`config.mk`:
```
export PLATFORM = sky130hd
export DESIGN_NAME = seq_scan_ctrl
export DESIGN_NICKNAME = d
export VERILOG_FILES = /design/src/rtl/seq_scan_ctrl_pkg.sv /design/src/rtl/seq_det_sync.sv /design/src/rtl/seq_scan_ctrl.sv
export SDC_FILE = /design/constraint.sdc
export NUM_CORES = 1
export LEC_CHECK = 0
export ABC_AREA = 1
export ABC_CLOCK_PERIOD_IN_PS = 2100
export CAP_MARGIN = 10
export CORE_MARGIN = 1
export CORE_UTILIZATION = 45
export CTS_BUF_LIST = sky130_fd_sc_hd__clkbuf_2 sky130_fd_sc_hd__clkbuf_4 sky130_fd_sc_hd__clkbuf_8
export DETAILED_ROUTE_END_ITERATION = 16
export HOLD_SLACK_MARGIN = 0.08
export PLACE_DENSITY_LB_ADDON = 0.05
export REMOVE_ABC_BUFFERS = 1
export SETUP_SLACK_MARGIN = 0.4
export SLEW_MARGIN = 20
export SYNTH_ARGS = -nofsm -noshare
export SYNTH_HDL_FRONTEND = slang
export SYNTH_SLANG_ARGS = --single-unit
```
`constraint.sdc`:
```
create_clock -name clk -period 2.1 [get_ports clk]
set_clock_uncertainty 0.15 [all_clocks]
set_input_delay 0.42 -clock clk [delete_from_list [all_inputs] [get_ports clk]]
set_output_delay 0.42 -clock clk [all_outputs]
set_load 0.03 [all_outputs]
```
`src/rtl/seq_scan_ctrl_pkg.sv`:
```
// Purpose : shared encodings for the scan controller and its 0111110 detector.
// Latency : n/a (types and constants only).
// Backpr. : n/a.
package seq_scan_ctrl_pkg;

  // Controller states
  typedef enum logic [1:0] {
    ST_IDLE  = 2'd0,
    ST_SHIFT = 2'd1,
    ST_FLUSH = 2'd2,
    ST_DONE  = 2'd3
  } ctrl_state_e;

  // Detector states: the state number is the length of the matched prefix
  // of 0111110. DET_S7 means the full pattern has just been seen.
  typedef enum logic [2:0] {
    DET_S0 = 3'b000,
    DET_S1 = 3'b001,
    DET_S2 = 3'b010,
    DET_S3 = 3'b011,
    DET_S4 = 3'b100,
    DET_S5 = 3'b101,
    DET_S6 = 3'b110,
    DET_S7 = 3'b111
  } det_state_e;

  // Length of the detected pattern 0111110
  localparam int PAT_LEN = 7;

endpackage : seq_scan_ctrl_pkg

```
`src/rtl/seq_det_sync.sv`:
```
// Purpose : Moore detector for the serial pattern 0111110 (overlapping).
// Latency : w rises one cycle after the final 0 of the pattern is sampled.
// Backpr. : none; en=0 freezes the state, clr returns it to 000.
//
// Ports:
//   clk  - clock, state updates on posedge
//   rst  - synchronous active-high reset (state -> 000)
//   clr  - synchronous clear (state -> 000), lower priority than rst
//   en   - when low the state holds regardless of inp
//   inp  - serial input bit
//   w    - match flag, high only in state 111
module seq_det_sync
  import seq_scan_ctrl_pkg::*;
(
  input  logic clk,
  input  logic rst,
  input  logic clr,
  input  logic en,
  input  logic inp,
  output logic w
);

  det_state_e state_q, state_d;

  always_ff @(posedge clk) begin
    if (rst) begin
      state_q <= DET_S0;
    end else begin
      state_q <= state_d;
    end
  end

  always_comb begin
    state_d = state_q;
    if (clr) begin
      state_d = DET_S0;
    end else if (en) begin
      unique case (state_q)
        // A leading 1 cannot start the pattern, so stay put.
        DET_S0: state_d = inp ? DET_S0 : DET_S1;
        DET_S1: state_d = inp ? DET_S2 : DET_S1;
        DET_S2: state_d = inp ? DET_S3 : DET_S1;
        DET_S3: state_d = inp ? DET_S4 : DET_S1;
        DET_S4: state_d = inp ? DET_S5 : DET_S1;
        DET_S5: state_d = inp ? DET_S6 : DET_S1;
        // A seventh 1 breaks the run; no suffix of 0111111 is a prefix.
        DET_S6: state_d = inp ? DET_S0 : DET_S7;
        // The trailing 0 of a match doubles as the leading 0 of the next.
        DET_S7: state_d = inp ? DET_S2 : DET_S1;
        default: state_d = DET_S0;
      endcase
    end
  end

  assign w = (state_q == DET_S7);

endmodule : seq_det_sync

```
`src/rtl/seq_scan_ctrl.sv`:
```
// Purpose : serialise a parallel word MSB-first into the 0111110 detector and count matches.
// Latency : start accepted at edge T -> done pulse in the cycle after edge T+WORD_W+1.
// Backpr. : start is only honoured in IDLE; starts while busy are dropped.
//
// Ports:
//   clk, rst   - clock and synchronous active-high reset
//   start      - scan request, sampled only in IDLE
//   data_in    - word to scan, captured in the accepting cycle
//   busy       - high in SHIFT, FLUSH and DONE
//   done       - one-cycle pulse when match_cnt is final
//   match_cnt  - saturating match count of the last scan, held until next accept
//   bit_out    - serial bit fed to the detector this cycle
//   bit_valid  - high while bit_out carries word data (SHIFT)
module seq_scan_ctrl
  import seq_scan_ctrl_pkg::*;
#(
  parameter int WORD_W = 16,
  parameter int CNT_W  = 5
) (
  input  logic              clk,
  input  logic              rst,
  input  logic              start,
  input  logic [WORD_W-1:0] data_in,
  output logic              busy,
  output logic              done,
  output logic [CNT_W-1:0]  match_cnt,
  output logic              bit_out,
  output logic              bit_valid
);

  localparam int IDX_W = $clog2(WORD_W);
  localparam logic [IDX_W-1:0] LAST_IDX = IDX_W'(WORD_W - 1);
  localparam logic [CNT_W-1:0] CNT_MAX  = {CNT_W{1'b1}};

  ctrl_state_e       state_q, state_d;
  logic [WORD_W-1:0] shreg_q, shreg_d;
  logic [IDX_W-1:0]  idx_q, idx_d;
  logic [CNT_W-1:0]  cnt_q, cnt_d;

  logic det_clr;
  logic det_en;
  logic det_inp;
  logic det_w;

  seq_det_sync u_det (
    .clk (clk),
    .rst (rst),
    .clr (det_clr),
    .en  (det_en),
    .inp (det_inp),
    .w   (det_w)
  );

  always_ff @(posedge clk) begin
    if (rst) begin
      state_q <= ST_IDLE;
      shreg_q <= '0;
      idx_q   <= '0;
      cnt_q   <= '0;
    end else begin
      state_q <= state_d;
      shreg_q <= shreg_d;
      idx_q   <= idx_d;
      cnt_q   <= cnt_d;
    end
  end

  always_comb begin
    state_d   = state_q;
    shreg_d   = shreg_q;
    idx_d     = idx_q;
    cnt_d     = cnt_q;
    det_clr   = 1'b0;
    det_en    = 1'b0;
    det_inp   = 1'b0;
    busy      = 1'b0;
    done      = 1'b0;
    bit_out   = 1'b0;
    bit_valid = 1'b0;

    unique case (state_q)
      ST_IDLE: begin
        if (start) begin
          shreg_d = data_in;
          idx_d   = '0;
          cnt_d   = '0;
          det_clr = 1'b1;
          state_d = ST_SHIFT;
        end
      end

      ST_SHIFT: begin
        busy      = 1'b1;
        bit_valid = 1'b1;
        bit_out   = shreg_q[WORD_W-1];
        det_en    = 1'b1;
        det_inp   = shreg_q[WORD_W-1];
        shreg_d   = {shreg_q[WORD_W-2:0], 1'b0};
        idx_d     = idx_q + IDX_W'(1);
        if (det_w && (cnt_q != CNT_MAX)) begin
          cnt_d = cnt_q + CNT_W'(1);
        end
        if (idx_q == LAST_IDX) begin
          state_d = ST_FLUSH;
        end
      end

      // Detector is frozen here; this cycle only harvests the w produced
      // by the last shifted bit.
      ST_FLUSH: begin
        busy = 1'b1;
        if (det_w && (cnt_q != CNT_MAX)) begin
          cnt_d = cnt_q + CNT_W'(1);
        end
        state_d = ST_DONE;
      end

      ST_DONE: begin
        busy    = 1'b1;
        done    = 1'b1;
        state_d = ST_IDLE;
      end

      default: state_d = ST_IDLE;
    endcase
  end

  assign match_cnt = cnt_q;

endmodule : seq_scan_ctrl

```
==> impl_results.md, run 1 <==
* CTS tree: done
* Leakage at 0.882 nW
* Final hold vios at 0
* Combinational family with the most area after synthesis: simple AND/OR/NAND/NOR gates
* Initial antenna violation count at 0
* Core outline area at 3130 sq um
* Nets@finish at 284
* Chip width at 60.3 microns
* Area Overhead vs Synth at 38.4%
* Combinational share of power at 0.555
* Port bufs at 27
* Min-delay worst type: flop to flop
* CP startpoint kind: flop
* Htree depth at 2
* Period minus WS final at 1780 ps
* First-pass GRT wire length at 6170 microns
* Most frequent cell on the critical path: buf_6
* Hold slack at 310 ps
* Post-Syn Area at 1530 sq um
* Core Util, Final at 0.678
* Cells after Synth at 210
* Pwr Total at 2.85 mW
* Placement Setup Slack at 43.6 ps
* # diodes at 0
* Global route overflow at 0
* Final wirelength at 3820 microns
* Sw Share at 0.451
* Via Count at 1622
* Max-Cap Viols at 0
* Vias per Instance at 5.39
* Fin crit share at 0.846
* Sequential power share at 0.312
* Req. time, crit path at 1530 ps
* Number of CTS-inserted buffers at 5
* Worst-path clk slew at 110 ps
* PnR worst setup slack at 324 ps
* Layout cell share with drive strength beyond 1 at 0.226
* DRT Pass-1 Iters at 4
* FP Rows at 20
* Die ar. at 3640 sq um
* CP max stage cell: dfxtp_2
* Critical path class: flop to primary output
* Crit path buffers/inverters at 3
* FMAX at 0.563 GHz
* Largest net degree at the start of global routing at 19
* Vias in the first global route at 1421
* Critical path's top delay family: buffers and inverters
* Max Buffers Root-to-Sink at 2
* Clock power frac at 0.133
* Worst setup EP type: primary output
* Arr. time, crit path at 1210 ps
* Yosys cell types at 25
* Wire per inst at 12.7 microns
* Unrepaired setup endpoints after global routing: true
* Detailed placement HPWL at 2220 microns
* Worst Max-Slew Pin Slew at 470 ps
* Register area share after synthesis at 0.392
* Max FO, Critical Path at 3
* Post-synthesis mux area share at 0
* Post-synthesis adder-cell area fraction at 0.0735
* Cell Int Power at 1.56 mW
* Global placement routability congestion at 0.784
* FF+latch count, synth at 30
* Initial Utilization at 0.490
* Final setup vio count at 0
* Average cell area after synthesis at 7.29 sq um
* Outcome: finished clean
* Worst-Skew Late Latency at 350 ps
* Switch Pwr at 1.28 mW
* CP Cell Sequence: buf_6, ha_4, buf_6, buf_6
* Compound-cell area share of the yosys netlist at 0.220
* Peak supply drop at 0.000982 V
* GRT Total Usage at 0.230
* CTS Root Buffer Type: clkbuf_4
* CTS Hold Bufs at 0
* Final instance area at 2120 sq um
* Post-route ant nets at 0
* Fillers at 278
* Die Y at 60.3 microns
* Slew Viols, Final at 0
* I/O pins at 28
* Slew headroom at 0.686
* Placed Area at 1850 sq um
* Power per cell area at 1340 nW/um^2
* Clock sink count at 30
* Drt drc at 0
* Ys Warns at 0
* Simple-gate share of the synthesized area at 0.232
* Detailed Route Iter0 Violations at 145
* Xor and xnor area share after synthesis at 0.00572
* Critical Path Max Stage Delay at 340 ps
[cell usage in the layout, fill, tap and decap left out, types with 2 or more instances in the layout]
| cell type | synthesis | layout |
|---|---|---|
| a21oi_1 | 14 | 13 |
| a31oi_1 | 16 | 16 |
| buf_4 | 0 | 16 |
| buf_6 | 2 | 5 |
| clkbuf_2 | 0 | 2 |
| clkbuf_4 | 0 | 5 |
| clkdlybuf4s15_1 | 0 | 2 |
| clkdlybuf4s50_1 | 0 | 18 |
| dfxtp_1 | 30 | 26 |
| dfxtp_2 | 0 | 2 |
| dfxtp_4 | 0 | 2 |
| ha_1 | 9 | 5 |
| ha_4 | 0 | 3 |
| inv_1 | 15 | 12 |
| inv_2 | 3 | 4 |
| nand2_1 | 54 | 51 |
| nand2_2 | 1 | 2 |
| nand2_4 | 0 | 2 |
| nand3_1 | 14 | 14 |
| nor2_1 | 13 | 12 |
| o211ai_1 | 2 | 2 |
| o21ai_0 | 19 | 19 |
| o21ai_1 | 3 | 3 |
| o21ai_4 | 1 | 3 |
[registers in the layout, summed over array words and instances (netlist names)]
signal	flops
idx_q	4
match_cnt	5
shreg_q	16
state_q	2
u_det.state_q	3
[cell type report]
| cell class | count | area, sq um | share of cell area |
|---|---|---|---|
| clock buffers | 6 | 51.3 | 0.0242 |
| clock inverters | 2 | 12.5 | 0.00590 |
| inverters | 18 | 77.6 | 0.0366 |
| multi-input cells | 156 | 910 | 0.429 |
| flip-flops and latches | 30 | 611 | 0.288 |
| well taps | 44 | 55.1 | 0.0260 |
| repair buffers | 45 | 403 | 0.190 |
[power groups by stage]
stage          sequential (mW)  clock [mW]  combinational [mW]
2_1_floorplan            0.885           0               0.800
3_3_place_gp             0.862           0                1.18
3_5_place_dp             0.872           0                1.21
4_1_cts                  0.874       0.388                1.42
5_1_grt                  0.912       0.418                1.74
6_report                 0.888       0.378                1.58
[through the flow]
step                TNS (ps)  cells
CTS                        0    294
finish                     0    301
floorplan              -5910    202
detailed placement         0    279
global route               0    301
global placement           0    279
[Yosys cell counts, drive strengths merged]
library cell,number,area [sq um]
nand2,55,209
dfxtp,30,601
o21ai,24,135
inv,18,67.6
a31oi,16,100
nand3,15,80.1
a21oi,14,70.1
nor2,13,48.8
ha,9,113
buf,6,42.5
clkbuf,2,7.51
o211ai,2,15.0
a211oi,1,7.51
and3,1,6.26
nand4,1,6.26
nor3,1,5.00
o31a,1,8.76
xor2,1,8.76
[metal layers]
layer	global-route usage	vias up	share of wire
li1	-	809	-
met1	0.300	758	0.45
met2	0.352	45	0.47
met5	0	-	0
met3	0.0682	10	0.053
met4	0.0997	0	0.025
[tightest hold or removal path, stage by stage, from the launching register on]
cell	delay, ps
dfxtp_1	320
nand2_1	50
a31oi_1	70
[logic make-up (layout without fill, tap and decap cells)]
logic type | Yosys count | in the layout
adder cells (fa/ha/maj) | 9 | 9
buffers and inverters | 26 | 71
flip-flops | 30 | 30
AO/OA/AOI/OAI | 58 | 60
AND/OR/NAND/NOR | 86 | 86
XOR/XNOR | 1 | 1
[path summary, 6_finish.rpt]
kind | from | endpoint | slack (ps) | cells after the start
setup / recovery | state_q[0]$_SDFFE_PP0P_ | bit_valid | 320 | 4
hold / removal | shreg_q[4]$_SDFFE_PP0P_ | shreg_q[5]$_SDFFE_PP0P_ | 310 | 2
setup reg to reg | match_cnt[0]$_SDFFE_PP0P_ | match_cnt[4]$_SDFFE_PP0P_ | 460 | 10
hold reg to reg | shreg_q[4]$_SDFFE_PP0P_ | shreg_q[5]$_SDFFE_PP0P_ | 310 | 2
[timing repair]
action | 4_1_cts | 5_1_grt
buffers inserted | 4 | 7
gates resized for setup | 37 | 23
gates cloned | 3 | 0
setup endpoints to repair | 34 | 29
pin swaps | 2 | 3
Power figures use the tool's default switching activity.
==> run 2: changes to the inputs <==
--- a/config.mk
+++ b/config.mk
@@ -6,7 +6,7 @@
 export NUM_CORES = 1
 export LEC_CHECK = 0
 export ABC_AREA = 1
-export ABC_CLOCK_PERIOD_IN_PS = 2100
+export ABC_CLOCK_PERIOD_IN_PS = 1800
 export CAP_MARGIN = 10
 export CORE_MARGIN = 1
 export CORE_UTILIZATION = 45
==> constraint.sdc (replaced) <==
create_clock -name clk -period 1.8 [get_ports clk]
set_clock_uncertainty 0.15 [all_clocks]
set_input_delay 0.36 -clock clk [delete_from_list [all_inputs] [get_ports clk]]
set_output_delay 0.36 -clock clk [all_outputs]
set_load 0.03 [all_outputs]
==> impl_results.md, run 2 (synthesized netlist as in run 1, its figures left out) <==
* Outcome: finished clean
* Die Y at 60.3 microns (unchanged)
* DRT Pass-1 Iters at 4 (unchanged)
* Detailed Route Iter0 Violations at 172 (+19%)
* Combinational share of power at 0.676 (+0.121)
* Layout cell share with drive strength beyond 1 at 0.406 (+0.180)
* Final hold vios at 0 (unchanged)
* Global placement routability congestion at 0.899 (+15%)
* Critical Path Max Stage Delay at 380 ps (+40 ps)
* Switch Pwr at 2.02 mW (+57%)
* Core Util, Final at 0.836 (+0.158)
* Final setup vio count at 0 (unchanged)
* Initial antenna violation count at 0 (unchanged)
* Htree depth at 2 (unchanged)
* Sequential power share at 0.234 (-0.078)
* Clock sink count at 30 (unchanged)
* Number of CTS-inserted buffers at 5 (unchanged)
* GRT Total Usage at 0.265 (+0.0357)
* Max FO, Critical Path at 6 (+3)
* CP max stage cell: dfxtp_4
* Detailed placement HPWL at 2420 microns (+8.8%)
* Drt drc at 0 (unchanged)
* Vias per Instance at 5.57 (+3.3%)
* Placed Area at 1890 sq um (+2.4%)
* Peak supply drop at 0.000957 V (-2.6%)
* Worst-Skew Late Latency at 350 ps (about the same)
* Register-to-Register Path Depth at 9 (-1)
* Worst Max-Slew Pin Slew at 290 ps (-181 ps)
* Critical path's top delay family: buffers and inverters
* Most common cell after layout, fill and taps aside: nand2_1
* Core outline area at 3130 sq um (unchanged)
* Worst setup EP type: flop
* Wire per inst at 16.7 microns (+31%)
* Sw Share at 0.432 (-0.0192)
* Vias in the first global route at 1650 (+16%)
* Fin crit share at 0.965
* Req. time, crit path at 1920 ps (+390 ps)
* Worst path depth at 9 (+5)
* Slew headroom at 0.807 (+0.120)
* Post-route ant nets at 0 (unchanged)
* Largest net degree at the start of global routing at 19 (unchanged)
* Arr. time, crit path at 1860 ps (+650 ps)
* Period minus WS final at 1740 ps
* CTS Root Buffer Type: clkbuf_4
* Chip width at 60.3 microns (unchanged)
* Via Count at 1781 (+9.8%)
* Max reg flops at 16 (unchanged)
* Max-Cap Viols at 0 (unchanged)
* First-pass GRT wire length at 7150 microns (+16%)
* Crit path buffers/inverters at 5 (+2)
* Global route overflow at 0 (unchanged)
* Critical path class: flop to flop
* Die ar. at 3640 sq um (unchanged)
* CP Cell Sequence: inv_8, ha_4, buf_6, inv_4, o21ai_4, buf_6, buf_12, o21ai_1, a31oi_1
* Area Overhead vs Synth at 70.8%
* Largest reg by FF count: shreg_q
* Leakage at 1.08 nW (+22%)
* Max Buffers Root-to-Sink at 2 (unchanged)
* Pwr Total at 4.68 mW (+64%)
* Nets@finish at 304 (+7.0%)
* Initial Utilization at 0.490 (unchanged)
* Final wirelength at 5340 microns (+40%)
* Unrepaired setup endpoints after global routing: true
* Slew Viols, Final at 0 (unchanged)
* I/O pins at 28 (unchanged)
* Hold path depth at 2 (unchanged)
* FP Rows at 20 (unchanged)
* Min-delay worst type: flop to flop
* Commonest cells after routing, fill and taps aside: nand2_1 (45), buf_6 (24), dfxtp_1 (23)
* Worst-path clk slew at 90 ps (-20 ps)
* Final instance area at 2620 sq um (+23%)
* Port bufs at 27 (unchanged)
* Power per cell area at 1790 nW/um^2 (+33%)
* Most frequent cell on the critical path: buf_6
* Fillers at 169 (-39%)
* Clock power frac at 0.090 (-0.043)
* # diodes at 0 (unchanged)
* FMAX at 0.576 GHz
* CP startpoint kind: flop
* CTS tree: done
* Cell Int Power at 2.65 mW (+70%)
-- run 2: cell count changes in the layout (fill, tap and decap cells not counted), moves of 5 or more --
cell / previous run / this run
a21oi_1: 13 / 7
a21oi_2: 1 / 6
buf_6: 5 / 24
inv_4: 1 / 6
nand2_1: 51 / 45
nor2_1: 12 / 6
o21ai_0: 19 / 5
o21ai_1: 3 / 12
-- run 2: what timing repair did --
action	4_1_cts	5_1_grt
gates cloned	3	1
pin swaps	13	19
gates resized for setup	109	52
hold buffers	0	0
setup buffers	19	8
endpoints found under the setup margin	39	39
-- run 2: metal layers --
metal | vias to the layer above | share of wire | track usage
met5 | - | 0 | 0
met4 | 0 | 0.025 | 0.0797
met3 | 15 | 0.056 | 0.0725
met2 | 62 | 0.52 | 0.457
met1 | 860 | 0.39 | 0.322
li1 | 844 | - | -
-- run 2: final timing paths --
| kind | from | endpoint | slack [ps] |
|---|---|---|---|
| worst max-delay path | state_q[1]$_SDFFE_PP0P_ | shreg_q[7]$_SDFFE_PP0P_ | 60 |
| worst min-delay path | shreg_q[0]$_SDFFE_PP0P_ | shreg_q[0]$_SDFFE_PP0P_ | 320 |
| worst max register to register | state_q[1]$_SDFFE_PP0P_ | shreg_q[7]$_SDFFE_PP0P_ | 60 |
| worst min register to register | shreg_q[0]$_SDFFE_PP0P_ | shreg_q[0]$_SDFFE_PP0P_ | 320 |
-- run 2: area by class of cell --
class                      instances  area, sq um  share of cell area
clock buffer                       7         52.6              0.0201
multi-input combinational        154         1040               0.400
tap                               44         55.1              0.0211
sequential                        30          619               0.237
inverter                          18         97.6              0.0373
timing repair buffer              67          746               0.285
-- run 2: power by group through the flow --
stage / Sequential [mW] / Combinational [mW] / Clock (mW)
after global placement: 1.01 / 1.43 / 0
final: 1.10 / 3.16 / 0.419
after global routing: 1.11 / 3.32 / 0.451
after floorplan: 1.03 / 0.933 / 0
after CTS: 1.05 / 2.46 / 0.409
after detailed placement: 1.02 / 1.47 / 0
-- run 2: tightest hold or removal path: cells and delay by family (launching register included) --
family          cells  cell delay, ps
compound gates      1              50
simple gates        1              60
flops               1             320
-- run 2: through the flow --
step / setup TNS, ps / std cells / hold slack (ps) / setup WS (ps)
finish: 0 / 320 / 318 / 63.8
global route: 0 / 320 / 331 / 9.01
CTS: 0 / 311 / 318 / 107
detailed placement: 0 / 282 / 306 / 40.2
global placement: 0 / 282 / 301 / 60.6
floorplan: -12060 / 202 / 279 / -681
